--- config.mk ---
export PLATFORM = sky130hd
export DESIGN_NAME = moore_seq_detector_p
export DESIGN_NICKNAME = d
export VERILOG_FILES = /design/src/rtl/moore_seq_pkg.sv /design/src/rtl/moore_seq_next.sv /design/src/rtl/moore_seq_detector_p.sv
export SDC_FILE = /design/constraint.sdc
export NUM_CORES = 1
export LEC_CHECK = 0
export ABC_AREA = 1
export CAP_MARGIN = 40
export CORE_MARGIN = 8
export CORE_UTILIZATION = 52
export DETAILED_ROUTE_END_ITERATION = 16
export PLACE_DENSITY = 0.79
export SLEW_MARGIN = 20
export SYNTH_ARGS = -nofsm -noshare
export SYNTH_HDL_FRONTEND = slang
export SYNTH_SLANG_ARGS = --single-unit
--- constraint.sdc ---
create_clock -name clk -period 2.4 [get_ports clk]
set_input_delay 0.36 -clock clk [delete_from_list [all_inputs] [get_ports clk]]
set_output_delay 0.36 -clock clk [all_outputs]
set_load 0.1 [all_outputs]
--- src/rtl/moore_seq_pkg.sv ---
`default_nettype none
// ============================================================================
// Module      : moore_seq_pkg
// Description : Shared constants and next-state function for the
//               parametrised Moore sequence detector.
// Revision    : 1.0 - initial release
// ============================================================================
package moore_seq_pkg;

    // Widest pattern the next-state function is written to handle
    localparam int MAX_PAT_W = 16;
    // Idle state: no prefix bits matched
    localparam int S0 = 0;

    // Bits needed to encode states S0..S_PAT_W
    function automatic int state_w(input int pat_w);
        return $clog2(pat_w + 1);
    endfunction

    // KMP-style transition. The string seen so far is prefix_k followed by b.
    // Return the longest j <= pat_w whose prefix_j equals the last j bits of
    // that string. pat is right-aligned; bit pat_w-1 is the first pattern bit.
    function automatic logic [4:0] prefix_next(input logic [15:0] pat,
                                               input int          pat_w,
                                               input int          k,
                                               input logic        b);
        int   best;
        int   idx;
        logic ok;
        logic sbit;
        best = 0;
        for (int j = 1; j <= MAX_PAT_W; j++) begin
            if (j <= pat_w && j <= k + 1) begin
                ok = 1'b1;
                for (int m = 0; m < MAX_PAT_W; m++) begin
                    if (m < j) begin
                        idx = k + 1 - j + m;
                        if (idx == k) sbit = b;
                        else          sbit = pat[4'(pat_w - 1 - idx)];
                        if (sbit != pat[4'(pat_w - 1 - m)]) ok = 1'b0;
                    end
                end
                if (ok) best = j;
            end
        end
        return 5'(best);
    endfunction

endpackage
`default_nettype wire

--- src/rtl/moore_seq_next.sv ---
`default_nettype none
// ============================================================================
// Module      : moore_seq_next
// Description : Combinational next-state table for every state S0..S_PAT_W
//               and both input values, derived from the pattern register.
// Revision    : 1.0 - initial release
// ============================================================================
module moore_seq_next
    import moore_seq_pkg::*;
#(
    parameter int PAT_W = 4,
    parameter int SW    = 3
) (
    input  logic [PAT_W-1:0]         i_pat,
    output logic [PAT_W:0][SW-1:0]   o_nxt0,
    output logic [PAT_W:0][SW-1:0]   o_nxt1
);

    logic [15:0] w_pat_ext;

    assign w_pat_ext = 16'(i_pat);

    // One table row per current state; column chosen later by the input bit
    generate
        for (genvar k = 0; k <= PAT_W; k++) begin : g_state
            assign o_nxt0[k] = SW'(prefix_next(w_pat_ext, PAT_W, k, 1'b0));
            assign o_nxt1[k] = SW'(prefix_next(w_pat_ext, PAT_W, k, 1'b1));
        end
    endgenerate

endmodule
`default_nettype wire

--- src/rtl/moore_seq_detector_p.sv ---
`default_nettype none
// ============================================================================
// Module      : moore_seq_detector_p
// Description : Parametrised Moore serial sequence detector with runtime
//               loadable pattern, selectable overlap, bit history and a
//               saturating match counter.
// Revision    : 1.0 - initial release
// ============================================================================
module moore_seq_detector_p
    import moore_seq_pkg::*;
#(
    parameter int               PAT_W   = 4,
    parameter logic [PAT_W-1:0] PATTERN = 4'b1011,
    parameter int               OVERLAP = 1,
    parameter int               HIST_W  = 5,
    parameter int               CNT_W   = 8,
    localparam int              SW      = state_w(PAT_W)
) (
    input  logic              clk,
    input  logic              rst,
    input  logic              en,
    input  logic              inp,
    input  logic              pat_load,
    input  logic [PAT_W-1:0]  pat_in,
    output logic              outp,
    output logic [SW-1:0]     state,
    output logic [HIST_W-1:0] stack,
    output logic [CNT_W-1:0]  match_cnt,
    output logic              cnt_sat
);

    localparam logic [SW-1:0] C_S0    = SW'(S0);
    localparam logic [SW-1:0] C_SFULL = SW'(PAT_W);

    logic [PAT_W-1:0]       r_pat;
    logic [SW-1:0]          r_state;
    logic [SW-1:0]          w_state_nxt;
    logic [SW-1:0]          w_k;
    logic [SW-1:0]          w_nxt;
    logic [PAT_W:0][SW-1:0] w_nxt0;
    logic [PAT_W:0][SW-1:0] w_nxt1;
    logic [HIST_W-1:0]      r_stack;
    logic [CNT_W-1:0]       r_cnt;
    logic [CNT_W-1:0]       w_cnt_nxt;

    moore_seq_next #(
        .PAT_W (PAT_W),
        .SW    (SW)
    ) u_next (
        .i_pat  (r_pat),
        .o_nxt0 (w_nxt0),
        .o_nxt1 (w_nxt1)
    );

    // Table lookup; without overlap a completed match restarts from S0
    always_comb begin
        w_k = r_state;
        if (OVERLAP == 0 && r_state == C_SFULL) w_k = C_S0;
        w_nxt = inp ? w_nxt1[w_k] : w_nxt0[w_k];
    end

    // Next state and counter; a pattern load overrides the sampled bit
    always_comb begin
        w_state_nxt = r_state;
        w_cnt_nxt   = r_cnt;
        if (pat_load) begin
            w_state_nxt = C_S0;
            w_cnt_nxt   = '0;
        end else if (en) begin
            w_state_nxt = w_nxt;
            if (w_nxt == C_SFULL && !(&r_cnt)) w_cnt_nxt = r_cnt + 1'b1;
        end
    end

    // State and match counter registers
    always_ff @(posedge clk or negedge rst) begin
        if (!rst) begin
            r_state <= C_S0;
            r_cnt   <= '0;
        end else begin
            r_state <= w_state_nxt;
            r_cnt   <= w_cnt_nxt;
        end
    end

    // Pattern register, reloadable at run time
    always_ff @(posedge clk or negedge rst) begin
        if (!rst)          r_pat <= PATTERN;
        else if (pat_load) r_pat <= pat_in;
    end

    // Input history, newest bit in position 0; shifts even during a load
    always_ff @(posedge clk or negedge rst) begin
        if (!rst)    r_stack <= '0;
        else if (en) r_stack <= {r_stack[HIST_W-2:0], inp};
    end

    assign outp      = (r_state == C_SFULL);
    assign state     = r_state;
    assign stack     = r_stack;
    assign match_cnt = r_cnt;
    assign cnt_sat   = &r_cnt;

endmodule
`default_nettype wire

==> results of run 1 <==
-- power groups by stage --
stage	Clock, mW	Sequential, mW	Combinational, mW
finish	0.273	0.392	0.334
global route	0.293	0.396	0.361
CTS	0.279	0.392	0.333
detailed placement	0	0.397	0.332
global placement	0	0.397	0.330
floorplan	0	0.500	0.140
-- cell type report --
class	instances	share of cell area, %
clock buffers	3	1.26
clock inverters	1	1.67
inverters	28	6.14
multi-input cells	169	45.4
flip-flops and latches	20	28.6
well taps	31	2.16
repair buffers	31	14.8
-- worst max-delay path, cell delays in order (launching register included) --
cell	delay [ns]
dfstp_2	0.62
clkinv_1	0.10
ha_1	0.29
inv_1	0.09
nand3_1	0.11
nor2_1	0.11
nand2_1	0.07
nand2_2	0.10
nand3_2	0.10
nand2_4	0.12
nand2_4	0.08
nand2_1	0.07
nand2_1	0.04
-- cell usage in the layout (no fill, tap or decap), types with 4 or more instances in the layout --
cell and instances:
ha_1 5, nand3_1 22, o21ai_0 18, clkdlybuf4s50_1 8, a21oi_1 10, dfrtp_2 7, nand2_1 75, inv_1 23
buf_4 22, nand4_1 4, nor2_1 22, dfrtp_1 10
-- worst paths after layout --
| path | start | endpoint |
|---|---|---|
| max in group asynchronous | rst | r_pat[0] |
| worst min register to register | stack[4] | stack[4] |
| worst min-delay path | rst | r_pat[2] |
| min in group clk | stack[4] | stack[4] |
| worst max-delay path | r_pat[3] | match_cnt[5] |
| worst max register to register | r_pat[3] | match_cnt[5] |
-- Yosys cell counts --
library cell,n,area [sq um]
nand2_1,75,282
inv_1,23,86.3
nand3_1,22,110
nor2_1,22,82.6
o21ai_0,18,90.1
dfrtp_1,17,425
a21oi_1,10,50.1
ha_1,5,62.6
nand4_1,4,25.0
buf_2,3,15.0
dfstp_2,3,78.8
inv_2,3,11.3
nand2_4,3,33.8
xnor2_1,2,17.5
a31oi_1,1,6.26
buf_6,1,11.3
clkbuf_1,1,3.75
clkinv_1,1,3.75
clkinv_4,1,8.76
nand2_2,1,6.26
nand3_2,1,10.0
nor2_2,1,6.26
nor2_4,1,11.3
nor3_1,1,5.00
nor3b_1,1,7.51
xor2_1,1,8.76
-- kinds of logic (layout without fill, tap and decap cells) --
logic type      count (synthesis)  count (layout)  synth area share [%]
simple gates                  132             132                  39.7
buf+inv                        33              63                  9.60
compound gates                 29              29                  10.0
flops                          20              20                  34.6
fa+ha+maj                       5               5                  4.29
xor+xnor                        3               3                  1.80
-- stage by stage --
stage / util (%) / hold WS, ns / setup WS [ns] / total power, mW
after floorplan: - / 0.0644 / -0.000920 / 0.640
after global routing: 66.2 / 0.380 / 0.189 / 1.05
after CTS: 66.2 / 0.376 / 0.395 / 1.00
after detailed placement: 64.3 / 0.481 / 0.427 / 0.729
after global placement: 64.3 / 0.478 / 0.506 / 0.728
final: 66.2 / 0.378 / 0.403 / 0.999
-- state kept, by name (all words and copies together) (netlist names) --
signal	count
match_cnt	8
r_pat	4
stack	5
state	3
-- routing by layer --
| layer | routed length (microns) | up-vias |
|---|---|---|
| li1 | - | 768 |
| met1 | 1770 | 686 |
| met2 | 1660 | 45 |
| met3 | 189 | 8 |
| met4 | 40 | 0 |
| met5 | 0 | - |
==> impl_results.md, run 1 <==
* Detailed Place HPWL at 2.81 mm
* Clock power share at around 27%
* TritonRoute pass-1 iters at 4
* RSZ-0062 raised after global routing: false
* Post-CTS Setup Bufs at 0
* Tcrit/Tclk final at between 80% and 90%
* H-tree levels at 1
* Arr. time, crit path at 2.20 ns
* First-pass GRT wire length at 6.24 mm
* Drt wl/cell at 12.9 microns
* WL final at ~3.7 mm
* Total GRT Usage at approximately 17%
* Status: completed
* TritonCTS clock tree: done
* Register area share after synthesis at 34.6%
* WS Path Type: flip-flop to flip-flop
* Slew headroom at 80.6%
* CTS Buf Count at 3
* Met2 usage at approximately a quarter
* Seq pwr share at approximately 39%
* CP Launch Type: flip-flop
* Worst Setup End Kind: flip-flop
* Syn Area/Cell at around 6.6 sq um
* Ys Warns at 0
* Initial antenna violation count at 0
* Top-Level Pins at 27
* Routability Congestion at a little over 0.9
* Leak pwr at 0.925 nW
* CTS max path bufs at 2
* Clock skew at approximately 0.0011 ns
* Setup tns final at 0 ns
* Internal Power at 0.620 mW
* GR Layer Usage met1 at 22.9%
* Placed inst area at 1740 sq um
* Yosys reg bits at 20
* Sw Pwr at between 0.3 and 0.4 mW
* Clock Latency Late Sink at around 0.30 ns
* Mapped Cells at 222
* Design Area, Final at between 1500 and 2000 sq um
* Sw frac at 38.0%
* Vias in the first global route at 1395
* PortBufs at 26
* Max-slew violations at 0
* Max Fclk at 501 MHz
* Count of cell types in the netlist at 26
* Largest net degree at the start of global routing at 21
* Row count at 19
* Final Non-Filler Cells at around 280
* Antenna Cells at 0
* Final hold vios at 0
* PD cells at between 500 and 600 nW/um^2
* Setup violators final at 0
* Footprint of the multi-input gates at approximately 800 sq um
* Die area at 4760 sq um
* Die W at 69.0 microns
* Comb pwr share at around a third
* # fillers at 251
* GRT Max-Usage Layer: met2
* Reg-to-reg slack, setup at 0.40 ns
* Overflow after GRT at 0
* FF/Latch Area at 513 sq um
* Count of cells resized by post-cts repair at 0
* Initial Util at 53.8%
* Die height at 69.0 microns
* ANT nets after route at 0
* Worst slew pin tran at 0.289 ns
* DRT iter0 DRCs at 128
* Grt met3 use at 3.23%
* Placed Cells at between 200 and 300
* Via count at 1507
* Worst vdd ir at 0.579 mV
* Layout cells sized above 1 at between 10% and 20%
* Worst hold path type: input port to asynchronous set/reset pin
* Syn Nets at 236
* Synth-to-layout area growth at 23.0%
* Nets at between 200 and 300
* CP max FO at 8
* Reg2Reg Depth at 12
* Reg clk slew, reported paths at 0.11 ns
* DR DRC count at 0
* # hold bufs at CTS at 0
* CTS sink cnt at 20
* Max Cap Viol at 0
* Placeable Area at ~2700 sq um
* Routed vias/inst at between 5 and 6
* Required time worst endpoint at 2.60 ns
* Fin crit period at 2.00 ns
* Clk root buf: clkbuf_4
* Mapped Area at 1460 sq um
No activity file was read; power rests on OpenSTA's default activity.
==> run 2, diff against run 1 <==
--- a/config.mk
+++ b/config.mk
@@ -8,9 +8,9 @@
 export ABC_AREA = 1
 export CAP_MARGIN = 40
 export CORE_MARGIN = 8
-export CORE_UTILIZATION = 52
+export CORE_UTILIZATION = 47
 export DETAILED_ROUTE_END_ITERATION = 16
-export PLACE_DENSITY = 0.79
+export PLACE_DENSITY = 0.76
 export SLEW_MARGIN = 20
 export SYNTH_ARGS = -nofsm -noshare
 export SYNTH_HDL_FRONTEND = slang
==> constraint.sdc (replaced) <==
create_clock -name clk -period 1.7 [get_ports clk]
set_input_delay 0.255 -clock clk [delete_from_list [all_inputs] [get_ports clk]]
set_output_delay 0.255 -clock clk [all_outputs]
set_load 0.1 [all_outputs]
==> run 2 against run 1 <==
Against the previous run:
- the flow now finishes with violations (negative setup slack)
- clock skew hardly changed
- sequential share of layout area shrank 4.9 points
- final cell count rose by 6.7%
- first-iteration DRC count grew 8.6%
- die area grew 8.1%
- worst setup slack lost 0.45 ns
- routed wire length is 12% higher
- via count is 5.4% higher
- design area rose by 24%
- combinational power increased by 82%
- register-to-register slack worse by 0.42 ns
- largest cell class unchanged
==> impl_results.md, run 2 (same netlist as run 1, synthesis figures left out) <==
* Layout cells sized above 1 at 33.8%
* Clock Latency Late Sink at 0.29 ns
* # hold bufs at CTS at 0
* Largest net degree at the start of global routing at 21
* Worst Setup End Kind: primary output
* Top Layer Used: met4
* Max Fclk at 574 MHz
* Arr. time, crit path at around 1.5 ns
* Most common cell after layout, fill and taps aside: nand2_1
* CTS Buf Count at 3
* Placed inst area at 2080 sq um
* Row count at 20
* Design Area, Final at 2230 sq um
* CP max FO at 3
* Total GRT Usage at 16.0%
* TritonCTS clock tree: done
* Overflow after GRT at 0
* WL met3 at 230 microns
* Most frequent cells in the layout: nand2_1, buf_4, inv_1
* Met2 Wirelength at 1.94 mm
* Worst vdd ir at 0.478 mV
* Die W at 71.7 microns
* DR DRC count at 0
* Slew headroom at 79.0%
* Vias in the first global route at 1468
* CTS max path bufs at 2
* Fin Hold WS at about 0.28 ns
* Total Power at between 1 and 1.5 mW
* Clock skew at 0.00134 ns
* ANT nets after route at 0
* Placeable Area at 3000 sq um
* Final Non-Filler Cells at 302
* CTS sink cnt at 20
* Die height at 71.7 microns
* Number of flip-flops in the largest register at 8
* Crit-path max cell delay at 0.51 ns
* WS Path Type: flip-flop to primary output
* Met1 WL at approximately 1.9 mm
* TritonRoute pass-1 iters at 4
* Final worst slack at -0.0423 ns
* PD cells at 627 nW/um^2
* First-pass GRT wire length at 6.78 mm
* CP cell instances: ha_4, nand3_2, inv_2, nand2_4, clkinvlp_4, buf_12
* CP Launch Type: flip-flop
* RSZ-0062 raised after global routing: true
* Antenna Cells at 0
* Initial antenna violation count at 0
* Setup violators final at 8
* Fin crit period at 1.74 ns
* Clk root buf: clkbuf_4
* PortBufs at 26
* Placed Cells at 290
* Status: finished, violations left
* Routed vias/inst at 5.26
* Final hold vios at 0
* H-tree levels at 1
* Violations in the final reports: negative setup slack
* Worst hold path type: input port to asynchronous set/reset pin
* Detailed Place HPWL at between 3 and 4 mm
* Routability Congestion at 0.902
* Leak pwr at 1.05 nW
* Drt wl/cell at 13.5 microns
* Nets at 284
* Tcrit/Tclk final at 102%
* Max-slew violations at 0
* WL final at between 4 and 5 mm
* Max Cap Viol at 0
* Slowest CP cell: dfrtp_4
* Worst slew pin tran at 0.315 ns
* Required time worst endpoint at 1.44 ns
* Initial Util at 48.6%
* Top-Level Pins at 27
* Setup tns final at -0.109 ns
* Reg clk slew, reported paths at approximately 0.11 ns
* Via count at about 1.6k
* Synth-to-layout area growth at 52.8%
* Die area at 5140 sq um
* DRT iter0 DRCs at between 100 and 150
[run 2: cell types whose count changed in the layout (fill, tap and decap cells not counted), sizes merged]
cell      change
clkbuf        +1
clkinvlp      +1
inv           -1
bufinv        -1
buf          +17
[run 2: cell type report]
type	count	area (sq um)
multi-input cells	169	910
fillers	230	773
repair buffers	48	606
flip-flops and latches	20	528
inverters	28	119
well taps	33	41.3
clock buffers	4	26.3
[run 2: worst max-delay path, delay by kind of cell (launching register included)]
kind,cells,cell delay (ns)
adders and majority gates,1,0.17
buffers and inverters,3,0.34
DFF,1,0.51
and+or+nand+nor,2,0.16
[run 2: path summary, 6_finish.rpt]
| kind | start | endpoint | slack [ns] | cells past startpoint |
|---|---|---|---|---|
| worst max register to register | r_pat[3] | match_cnt[2] | -0.02 | 12 |
| max in group asynchronous | rst | r_pat[1] | 1.16 | 2 |
| worst min register to register | match_cnt[7] | match_cnt[7] | 0.58 | 2 |
| min in group clk | pat_in[3] | r_pat[3] | 0.48 | 3 |
| worst min-delay path | rst | stack[1] | 0.28 | 2 |
| worst max-delay path | match_cnt[1] | cnt_sat | -0.04 | 6 |
[run 2: through the flow]
| stage | utilization, % | setup slack [ns] |
|---|---|---|
| floorplan | - | -0.478 |
| global placement | 69.3 | -0.0557 |
| detailed placement | 69.3 | -0.152 |
| CTS | 73.1 | -0.0534 |
| global route | 74.3 | -0.134 |
| finish | 74.3 | -0.0423 |
[run 2: timing repair]
item	4_1_cts	5_1_grt
buffers inserted	7	1
endpoints found under the setup margin	12	12
gates resized for setup	8	8
pin swaps	5	4
gates cloned	0	0
[run 2: power by group]
group          switching [mW]  leakage [nW]  internal, mW  total [mW]
clock                   0.140        0.0150        0.0912       0.231
combinational           0.382         0.797         0.225       0.608
sequential             0.0446         0.240         0.514       0.558
[run 2: metal layers]
metal | up-vias | global-route usage [%]
li1 | 797 | -
met1 | 734 | 21.2
met2 | 51 | 25.1
met3 | 6 | 4.18
met4 | 0 | 3.85
met5 | - | 0
==> run 3, diff against run 2 <==
--- a/config.mk
+++ b/config.mk
@@ -10,7 +10,9 @@
 export CORE_MARGIN = 8
 export CORE_UTILIZATION = 47
 export DETAILED_ROUTE_END_ITERATION = 16
+export HOLD_SLACK_MARGIN = 0.06
 export PLACE_DENSITY = 0.76
+export RECOVER_POWER = 25
 export SLEW_MARGIN = 20
 export SYNTH_ARGS = -nofsm -noshare
 export SYNTH_HDL_FRONTEND = slang
==> run 3 against run 2 <==
Against the previous run:
- the flow still finishes with violations (negative setup slack)
- fmax is the same
- non-clock buffer count unchanged
- clock power hardly changed
- sequential power hardly changed
- design area down 0.17%
- first-iteration DRC count unchanged
- final cell count did not move
- worst hold slack improved by 0.20 ns
- register-to-register slack hardly changed
==> impl_results.md, run 3 (same netlist as run 1, synthesis figures left out) <==
* Tcrit/Tclk final at 102%
* Initial Util at 48.6%
* Setup Slack @ Placement at -0.152 ns
* Largest net degree at the start of global routing at 21
* Clk root buf: clkbuf_4
* WL final at between 4 and 5 mm
* Clock Latency Late Sink at 0.29 ns
* H-tree levels at 1
* Antenna Cells at 0
* Max Fclk at 574 MHz
* Die W at 71.7 microns
* Violations in the final reports: negative setup slack
* TritonRoute pass-1 iters at 4
* Via count at 1589
* Die area at between 5000 and 6000 sq um
* Setup tns final at -0.116 ns
* CP Launch Type: flip-flop
* Nets at about 280
* WS Path Type: flip-flop to primary output
* Routability Congestion at 0.902
* ANT nets after route at 0
* Most common cell after layout, fill and taps aside: nand2_1
* First-pass GRT wire length at 6.78 mm
* Total GRT Usage at 16.0%
* PortBufs at 26
* DR DRC count at 0
* Max Cap Viol at 0
* Number of flip-flops in the largest register at 8
* Row count at 20
* CP max FO at 3
* Max-slew violations at 0
* TritonCTS clock tree: done
* Routed vias/inst at 5.26
* CTS Buf Count at 3
* PD cells at 627 nW/um^2
* Most frequent cells in the layout: nand2_1, buf_4, inv_1
* Fin crit period at 1.74 ns
* Leak pwr at 1.05 nW
* CTS sink cnt at 20
* Worst vdd ir at 0.478 mV
* Drt wl/cell at around 14 microns
* Overflow after GRT at 0
* RSZ-0062 raised after global routing: true
* Detailed Place HPWL at just over 3 mm
* Top-Level Pins at 27
* Clock skew at about 0.0013 ns
* Placed Cells at 290
* Placeable Area at roughly 3000 sq um
* Arr. time, crit path at 1.49 ns
* Slowest CP cell: dfrtp_4
* CTS max path bufs at 2
* Setup violators final at 8
* Status: finished, violations left
* Die height at approximately 70 microns
* Synth-to-layout area growth at 52.6%
* Layout cells sized above 1 at 33.5%
* Worst slew pin tran at 1.04 ns
* Vias in the first global route at 1468
* CP cell instances: ha_4, nand3_2, inv_2, nand2_4, clkinvlp_4, buf_12
* Initial antenna violation count at 0
* Final hold vios at 0
* Reg clk slew, reported paths at around 0.11 ns
* Slew headroom at 30.3%
* DRT iter0 DRCs at 139
* Crit-path max cell delay at 0.51 ns
* Final Non-Filler Cells at 302
* Worst Setup End Kind: primary output
* Final core utilization at 74.1%
* Final worst slack at -0.0423 ns
* Required time worst endpoint at 1.44 ns
* Worst hold path type: input port to flip-flop
==> run 3: changes by cell type in the layout (fill, tap and decap cells not counted) <==
cell / previous run / this run
buf_4: 22 / 21
clkbuf_1: 1 / 2
clkdlybuf4s50_1: 8 / 7
dlygate4sd3_1: 0 / 1
==> run 3: worst paths after layout <==
check	from	to	slack (ns)	cells past startpoint
setup / recovery	match_cnt[1]	cnt_sat	-0.04	6
hold / removal	pat_in[3]	r_pat[3]	0.48	3
setup reg to reg	r_pat[3]	match_cnt[2]	-0.02	12
hold reg to reg	match_cnt[7]	match_cnt[7]	0.58	2
max in group asynchronous	rst	match_cnt[1]	0.30	2
min in group asynchronous	rst	stack[1]	0.65	2
==> run 3: worst max-delay path: cells and delay by family (launching register included) <==
| kind | cells | cell delay (ns) |
|---|---|---|
| buf+inv | 3 | 0.34 |
| simple gates | 2 | 0.16 |
| fa+ha+maj | 1 | 0.17 |
| flops | 1 | 0.51 |
==> run 3: per-stage QoR <==
step	cell area (sq um)	hold slack [ns]	total power, mW
after floorplan	1530	-0.0406	0.910
after global placement	2080	0.538	1.12
after detailed placement	2080	0.550	1.13
after CTS	2190	0.287	1.39
after global routing	2230	0.519	1.46
final	2230	0.477	1.40
==> run 3: what timing repair did <==
item / 4_1_cts / 5_1_grt
hold buffers: 0 / 0
pin swaps: 5 / 4
gates resized for setup: 8 / 8
gates cloned: 0 / 0
setup buffers: 7 / 1
endpoints found under the setup margin: 12 / 12
==> run 3: layout make-up <==
class                      count  area (sq um)
sequential                    20           528
timing repair buffer          48           602
multi-input combinational    169           910
clock buffer                   4          26.3
inverter                      28           119
fill                         231           777
tap                           33          41.3
==> run 3: report_power, final <==
group	internal, mW	switching, mW	leakage (nW)
Combinational	0.224	0.382	0.794
Sequential	0.514	0.0447	0.240
Clock	0.0912	0.140	0.0150
Total	0.829	0.567	1.05
==> run 3: routing by layer <==
metal  global-route usage (%)  wire (microns)
met4                     3.85              48
met3                     4.18             228
met2                     25.1            1930
met1                     21.2            1880
met5                        0               0
